### src/rtl/rv_pipe_pkg.sv
// Shared types and constants for the RV32I pipeline front end.
// Latency: n/a (types and constants only).
// Backpressure: n/a.
package rv_pipe_pkg;

  // Bubble instruction: addi x0, x0, 0
  localparam logic [31:0] NOP_INSTR = 32'h0000_0013;

  // Default PC loaded on reset
  localparam logic [31:0] RESET_PC = 32'h0000_0000;

  // Contents of one IF/ID slot
  typedef struct packed {
    logic        valid;
    logic [31:0] pc;
    logic [31:0] pc4;
    logic [31:0] instr;
  } if_id_t;

  localparam int unsigned IF_ID_W = $bits(if_id_t);

  // Instruction addresses are always word aligned. Masking uses every
  // input bit, so the dropped low bits do not show up as unused logic.
  function automatic logic [31:0] align_pc(input logic [31:0] pc);
    return pc & 32'hFFFF_FFFC;
  endfunction

endpackage

### src/rtl/fetch_stage_if_id_reg.sv
// IF/ID pipeline register: holds one fetched instruction slot for decode.
// Latency: 1 cycle from i_slot to o_slot on an advancing edge.
// Backpressure: i_stall holds the slot; i_flush (priority) turns it into a bubble.
//
// Ports:
//   i_clk, i_rst_n : clock (rising edge), asynchronous active-low reset
//   i_stall        : hold current slot contents
//   i_flush        : replace slot with a bubble, keeping pc/pc4
//   i_slot         : packed if_id_t captured on an advancing edge
//   o_slot         : packed if_id_t currently held
module if_id_reg
  import rv_pipe_pkg::*;
#(
  parameter logic [31:0] NOP_INSTR = rv_pipe_pkg::NOP_INSTR
) (
  input  logic               i_clk,
  input  logic               i_rst_n,
  input  logic               i_stall,
  input  logic               i_flush,
  input  logic [IF_ID_W-1:0] i_slot,
  output logic [IF_ID_W-1:0] o_slot
);

  if_id_t slot_d;
  if_id_t slot_q;
  if_id_t slot_in;

  assign slot_in = if_id_t'(i_slot);

  // Two implicit slot states: BUBBLE (valid=0) and VALID.
  // Flush forces BUBBLE, advance forces VALID, stall keeps whatever is held.
  // pc/pc4 are left alone on a flush; only valid and instr are scrubbed.
  always_comb begin
    slot_d = slot_q;
    if (i_flush) begin
      slot_d.valid = 1'b0;
      slot_d.instr = NOP_INSTR;
    end else if (!i_stall) begin
      slot_d = slot_in;
    end
  end

  always_ff @(posedge i_clk or negedge i_rst_n) begin
    if (!i_rst_n) begin
      slot_q.valid <= 1'b0;
      slot_q.pc    <= 32'h0;
      slot_q.pc4   <= 32'h0;
      slot_q.instr <= NOP_INSTR;
    end else begin
      slot_q <= slot_d;
    end
  end

  assign o_slot = slot_q;

endmodule

### src/rtl/fetch_stage.sv
// Instruction fetch stage: PC register, next-PC select, imem address, IF/ID capture.
// Latency: 1 cycle (combinational imem read, word captured at the edge ending the cycle).
// Backpressure: i_stall holds PC and IF/ID; i_redirect overrides stall and flushes IF/ID.
//
// Ports:
//   i_clk, i_rst_n        : clock (rising edge), asynchronous active-low reset
//   i_stall               : hazard unit hold
//   i_redirect            : taken branch/jump from EX
//   i_redirect_pc         : redirect target (low two bits ignored)
//   i_imem_rdata          : instruction word for o_imem_addr, same cycle
//   o_imem_addr           : byte address to instruction memory (pc_q truncated)
//   o_pc_if               : current fetch PC
//   o_id_pc/o_id_pc4      : PC and PC+4 of the instruction in IF/ID
//   o_id_instr/o_id_valid : IF/ID instruction and its valid flag
// Optional macro FETCH_PERF_CNT_EN adds o_fetch_cnt and o_bubble_cnt.
module fetch_stage
  import rv_pipe_pkg::*;
#(
  parameter logic [31:0] RESET_PC  = rv_pipe_pkg::RESET_PC,
  parameter int unsigned IMEM_AW   = 14,
  parameter logic [31:0] NOP_INSTR = rv_pipe_pkg::NOP_INSTR
) (
  input  logic               i_clk,
  input  logic               i_rst_n,
  input  logic               i_stall,
  input  logic               i_redirect,
  input  logic [31:0]        i_redirect_pc,
  input  logic [31:0]        i_imem_rdata,
  output logic [IMEM_AW-1:0] o_imem_addr,
  output logic [31:0]        o_pc_if,
  output logic [31:0]        o_id_pc,
  output logic [31:0]        o_id_pc4,
  output logic [31:0]        o_id_instr,
  output logic               o_id_valid
`ifdef FETCH_PERF_CNT_EN
  ,
  output logic [31:0]        o_fetch_cnt,
  output logic [31:0]        o_bubble_cnt
`endif
);

  logic [31:0]        pc_d;
  logic [31:0]        pc_q;
  logic [31:0]        pc_plus4;
  logic               advance;
  if_id_t             slot_in;
  logic [IF_ID_W-1:0] slot_out;
  if_id_t             slot_view;

  // Redirect wins over stall; an advance happens only when neither is set.
  assign advance  = !i_redirect && !i_stall;

  // 32-bit modulo add: 0xFFFF_FFFC wraps to 0.
  assign pc_plus4 = pc_q + 32'd4;

  always_comb begin
    pc_d = pc_q;
    if (i_redirect) begin
      pc_d = align_pc(i_redirect_pc);
    end else if (!i_stall) begin
      pc_d = pc_plus4;
    end
  end

  always_ff @(posedge i_clk or negedge i_rst_n) begin
    if (!i_rst_n) begin
      pc_q <= RESET_PC;
    end else begin
      pc_q <= pc_d;
    end
  end

  // Upper PC bits do not address memory but still travel down the pipe.
  assign o_imem_addr = pc_q[IMEM_AW-1:0];
  assign o_pc_if     = pc_q;

  // Slot offered to IF/ID on an advancing edge.
  always_comb begin
    slot_in       = '0;
    slot_in.valid = 1'b1;
    slot_in.pc    = pc_q;
    slot_in.pc4   = pc_plus4;
    slot_in.instr = i_imem_rdata;
  end

  if_id_reg #(
    .NOP_INSTR (NOP_INSTR)
  ) u_if_id_reg (
    .i_clk   (i_clk),
    .i_rst_n (i_rst_n),
    .i_stall (i_stall),
    .i_flush (i_redirect),
    .i_slot  (slot_in),
    .o_slot  (slot_out)
  );

  assign slot_view  = if_id_t'(slot_out);
  assign o_id_valid = slot_view.valid;
  assign o_id_pc    = slot_view.pc;
  assign o_id_pc4   = slot_view.pc4;
  assign o_id_instr = slot_view.instr;

`ifdef FETCH_PERF_CNT_EN
  // Every edge is either an advance or a bubble (redirect or stall).
  logic [31:0] fetch_cnt_d;
  logic [31:0] fetch_cnt_q;
  logic [31:0] bubble_cnt_d;
  logic [31:0] bubble_cnt_q;

  always_comb begin
    fetch_cnt_d  = fetch_cnt_q;
    bubble_cnt_d = bubble_cnt_q;
    if (advance) begin
      fetch_cnt_d = fetch_cnt_q + 32'd1;
    end else begin
      bubble_cnt_d = bubble_cnt_q + 32'd1;
    end
  end

  always_ff @(posedge i_clk or negedge i_rst_n) begin
    if (!i_rst_n) begin
      fetch_cnt_q  <= 32'h0;
      bubble_cnt_q <= 32'h0;
    end else begin
      fetch_cnt_q  <= fetch_cnt_d;
      bubble_cnt_q <= bubble_cnt_d;
    end
  end

  assign o_fetch_cnt  = fetch_cnt_q;
  assign o_bubble_cnt = bubble_cnt_q;
`else
  // Without performance counters the advance qualifier has no consumer.
  logic unused_advance;
  assign unused_advance = advance;
`endif

endmodule
### config.mk
export PLATFORM = sky130hd
export DESIGN_NAME = fetch_stage
export DESIGN_NICKNAME = d
export VERILOG_FILES = /design/src/rtl/rv_pipe_pkg.sv /design/src/rtl/fetch_stage_if_id_reg.sv /design/src/rtl/fetch_stage.sv
export SDC_FILE = /design/constraint.sdc
export NUM_CORES = 1
export LEC_CHECK = 0
export BUFFER_PORTS_ARGS = -buffer_cell sky130_fd_sc_hd__buf_2
export CORE_ASPECT_RATIO = 0.9
export CORE_UTILIZATION = 51
export DETAILED_ROUTE_END_ITERATION = 10
export GPL_TIMING_DRIVEN = 0
export PLACE_DENSITY = 0.77
export SLEW_MARGIN = 20
export SYNTH_ARGS = -nofsm -noshare
export SYNTH_HDL_FRONTEND = slang
export SYNTH_HIERARCHICAL = 1
export SYNTH_SLANG_ARGS = --single-unit
### constraint.sdc
create_clock -name i_clk -period 3.08 [get_ports i_clk]
set_input_delay 0.616 -clock i_clk [delete_from_list [all_inputs] [get_ports i_clk]]
set_output_delay 0.616 -clock i_clk [all_outputs]
set_load 0.02 [all_outputs]
* Word-level counts from Yosys, hierarchy flattened
Index checks and enable logic that the tools add are counted.
** Word-level totals
- Output and inout bits :: 143
- Bits in registers :: 129
- Word-level logic and storage cells :: 15
- Input port bits :: 68
** Operators by class
- Eq/ne operators :: 1
- Reduce and logical (&&, ||, !) cells :: 1
- Mux-type cells :: 5
- Bitwise logic cells :: 2
- $add $sub $neg :: 1
** Operators with widths (number)
- 97-bit 2-to-1 mux :: 1
- 32-bit 2-to-1 mux :: 3
- 32-bit by 3-bit adder with 32-bit output, second input constant :: 1
- 2-bit by 1-bit != test with 1-bit output, second input constant :: 1
- 1-bit inverter :: 2
- 2-bit AND reduction :: 1
- 1-bit 2-to-1 mux :: 1

* Longest topological paths before layout
- Word-level depth :: 3
- Depth in mapped cells :: 8
- Gate-level depth less buffers :: 6

* Cells and area by module
Netlist, hierarchy kept.
** Modules (own cells, without submodules)
- if_id_reg :: instances 1, cells each 242, sequential area each 2431.1 µm², area an instance 3743.6 µm²
- fetch_stage :: instances 1, cells each 301, sequential area each 750.7 µm², area an instance 2377.3 µm²

* Least setup slack after synthesis
No wires, ideal clock.
- Kind :: register to register
- Start :: register pc_q[2], in the netlist o_pc_if[2]
- End :: register u_if_id_reg.slot_q, in the netlist u_if_id_reg/o_slot[54]
- Cell stages (with the launch flop) :: 9
- Arrival time :: 2.392 ns
- Data required time :: 2.955 ns
- Slack :: 0.564 ns
- Setup time :: 0.125 ns
- Buffers on the path :: 2
- Period minus slack after synthesis :: 2.516 ns
- Cell sequence :: dfrtp_1 > ha_1 > nand4_2 > or4_1 > buf_2 > clkbuf_1 > nor3_1 > xor2_1 > mux2_2
** Between the ends
- Word-level cells in the longest chain between the ends :: 1
** RTL lines
- start: declaration :: line fetch_stage.sv:43 : logic [31:0] pc_q;
- start signal: assignment :: line fetch_stage.sv:69 : pc_q <= pc_d;
- 32-bit by 3-bit adder with 32-bit output :: line fetch_stage.sv:54 : assign pc_plus4 = pc_q + 32'd4;
- named net pc_plus4[22] :: line fetch_stage.sv:44 : logic [31:0] pc_plus4;
- end signal: assignment :: line fetch_stage_if_id_reg.sv:50 : slot_q <= slot_d;
- end: declaration :: line fetch_stage_if_id_reg.sv:25 : if_id_t slot_q;
The timed path passes the listed nets, and every way through them passes these cells.
A chain may end at the register's enable or synchronous reset.

* Final worst setup path
- Start :: register pc_q[2], in the netlist o_pc_if[2]
- End :: register u_if_id_reg.slot_q, in the netlist u_if_id_reg/o_slot[58]
Same word-level chain as after synthesis.

==> flow_summary.ini <==
[timing]
slew_viol_final = 0
rsz0062_at_grt = no
finalSetupViolations = 0
fin_tns_setup_ns = 0
worstMarginPinSlew_ns = 0.966
hold_viol = 0
fmax_mhz = 340
finalCriticalPeriod_ns = 2.94
finalCritPeriodShare = 0.954
finClkSkew_ns = 0.00858
slew_headroom = 0.350

[setup_path]
start_kind = flip-flop
arrival_ns = 3.24
path_max_fanout = 10
end_kind = flip-flop
cp.required_ns = 3.38
crit_type = reg2reg
r2r_cells = 8

[synthesis]
synth_top_family_by_area = multiplexers
yosysUniqueCellTypes = 47
synth-main-ff-cell = dfrtp_1
synth_edf_count = 0
syn_area_per_cell_um2 = 11.3
synthArstFlopShare = 1.00
synth_top_area_frac = 0.507
synth_compound_area_frac = 0.0495
synth_xor_area_frac = 0.0572
ys_seq_area_frac = 0.520
yosys.area.top_type = dfrtp_1
yosys-top-cells-area = dfrtp_1 51%, mux2_2 11%, mux2i_1 5.1%
synth_fa_ha_area_frac = 0.00204
synthCells = 543
synth-seq-cells = 127
synth_area_mm2 = 0.00612
synth-simple-area-share = 0.143
yosys_warnings = 6
synthMuxAreaShare = 0.170

[grt]
grt_max_degree = 70
grt_first_pass_wirelength_um = 26600
grt_pass1_vias = 5208
antenna_found_initial = 0
grt.overflow.total = 0
grt_usage = 0.278

[routing]
wl_um = 16700
drc = 0
vias = 5250
avgViaCountPerCell = 5.58
wl_per_cell_um = 17.7
drt_iter0_drc = 484
ant_nets = 0
drtPass1Iterations = 5

[clock_tree]
cts_root_buf = clkbuf_16
cts_resized = 0
cts-htree-levels = 4
cts_inserted_buffers = 17
clock-sinks = 127
clk_path_buf_depth = 2
tritoncts = done
cts_setup_buffers = 0
clk_pin_slew_worst_paths_ns = 0.05
cts-hold-fix-buffers = 0
clock_latency_ns = 0.42

[placed_design]
hpwlAfterDp_um = 11800
routabilityCongestion = 0.892
dp.cells = 909
portBuffers = 202

[worst_hold_path]
holdCritPathClass = in2async

[floorplan]
io_pins = 211
die_x_um = 117
core-area_mm2 = 0.0116
die-area_mm2 = 0.0124
std_cell_rows = 37
start_util = 0.529
die_h_um = 106

[layout]
final_common_cell = buf_2
n_fill_cell = 893
fin_nets = 841
area_growth_pct = 31.5
stdcell_count = 941
diodes = 0
layout-drive-gt1-share = 0.431
most-common-layout-cells = 206 x buf_2, 124 x dfrtp_1, 61 x nor2_1, 60 x mux2_2, 33 x nand2_1

[power]
p_per_area_mw_per_mm2 = 673
power.leakage_nw = 3.85
irDropWorstVdd_mv = 0.458

[run_status]
status = finished clean

[flow_run]
max-cap-violations = 0
==> Yosys cell counts, types with 2 or more instances <==
master    count
nor4_1        8
and4_1        4
a211o_1       3
mux2_2       60
o21ai_0      15
clkbuf_1     18
xnor2_1      27
xor2_1       13
o31a_1        2
nor2b_1       4
conb_1        2
buf_2         5
or4_1         9
mux2_1        5
buf_4        20
mux2i_1      31
nor2_1       61
nand2_1      33
nand4b_1      3
dfrtp_1     124
or3_1         3
a31oi_1      12
o31ai_1       4
nand3_1      17
inv_1         6
dfstp_2       3
buf_6         6
nand4_1      12
a311o_1       2
or2_2         2
o41ai_1       3
nor3_1       10
nand2b_1      2
==> registers in the layout, indices dropped and copies added (netlist names) <==
signal,count
u_if_id_reg/o_slot,97
o_pc_if,30
==> path summary, 6_finish.rpt <==
check	start	to	slack, ns
worst max-delay path	o_pc_if[2]	u_if_id_reg/o_slot[58]	0.14
worst min-delay path	i_rst_n	u_if_id_reg/o_slot[32]	0.17
worst max register to register	o_pc_if[2]	u_if_id_reg/o_slot[58]	0.14
worst min register to register	u_if_id_reg/o_slot[34]	u_if_id_reg/o_slot[34]	0.49
max in group asynchronous	i_rst_n	u_if_id_reg/o_slot[1]	2.17
min in group i_clk	i_redirect_pc[28]	o_pc_if[28]	0.41
==> layout make-up <==
| class | instances | area (um2) | area share |
|---|---|---|---|
| buffer | 51 | 319 | 0.0396 |
| clock buffer | 20 | 467 | 0.0580 |
| multi-input combinational | 365 | 2630 | 0.326 |
| inverter | 7 | 26.3 | 0.00326 |
| clock inverter | 12 | 188 | 0.0233 |
| timing repair buffer | 203 | 1040 | 0.130 |
| tap | 156 | 195 | 0.0243 |
| sequential | 127 | 3180 | 0.395 |
==> power by group <==
group / internal (mW) / switching (mW) / total (mW)
registers: 1.90 / 0.169 / 2.06
logic: 0.457 / 0.689 / 1.15
clock network: 1.49 / 0.718 / 2.21
total: 3.84 / 1.58 / 5.42
==> cells by family after synthesis <==
| family | count (synthesis) |
|---|---|
| DFF | 127 |
| xor gates and xnor gates | 40 |
| other | 2 |
| muxes | 96 |
| buffers and inverters | 58 |
| and+or+nand+nor | 174 |
| adders and majority gates | 1 |
| AOI/OAI and AO/OA | 45 |
==> through the flow <==
| step | util | hold WS [ns] | worst slack [ns] | cell area, um2 | power (mW) |
|---|---|---|---|---|---|
| after floorplan | - | 0.320 | 0.564 | 6150 | 2.78 |
| after global placement | 0.635 | 0.465 | -0.211 | 7350 | 3.18 |
| after detailed placement | 0.639 | 0.480 | 0.272 | 7390 | 3.23 |
| after CTS | 0.695 | 0.183 | 0.207 | 8050 | 5.46 |
| after global routing | 0.695 | 0.210 | 0.00317 | 8050 | 5.63 |
| final | 0.695 | 0.167 | 0.141 | 8050 | 5.42 |
==> routing by layer <==
layer,up-vias,part of all wire,wire length (um),global-route usage
met4,0,0.026,433,0.148
li1,2351,-,-,-
met5,-,0,0,0
met3,45,0.076,1260,0.0692
met1,2565,0.41,6840,0.369
met2,289,0.49,8110,0.425
==> critical path, stage by stage (launching register included) <==
cell and delay [ns]:
dfrtp_1 0.51, ha_1 0.39, nand4_2 0.22, or4_1 0.54
buf_2 0.18, clkbuf_1 0.26, nor3_1 0.32, xor2_1 0.12
mux2_2 0.28
No activity file was read; power rests on OpenSTA's default activity.
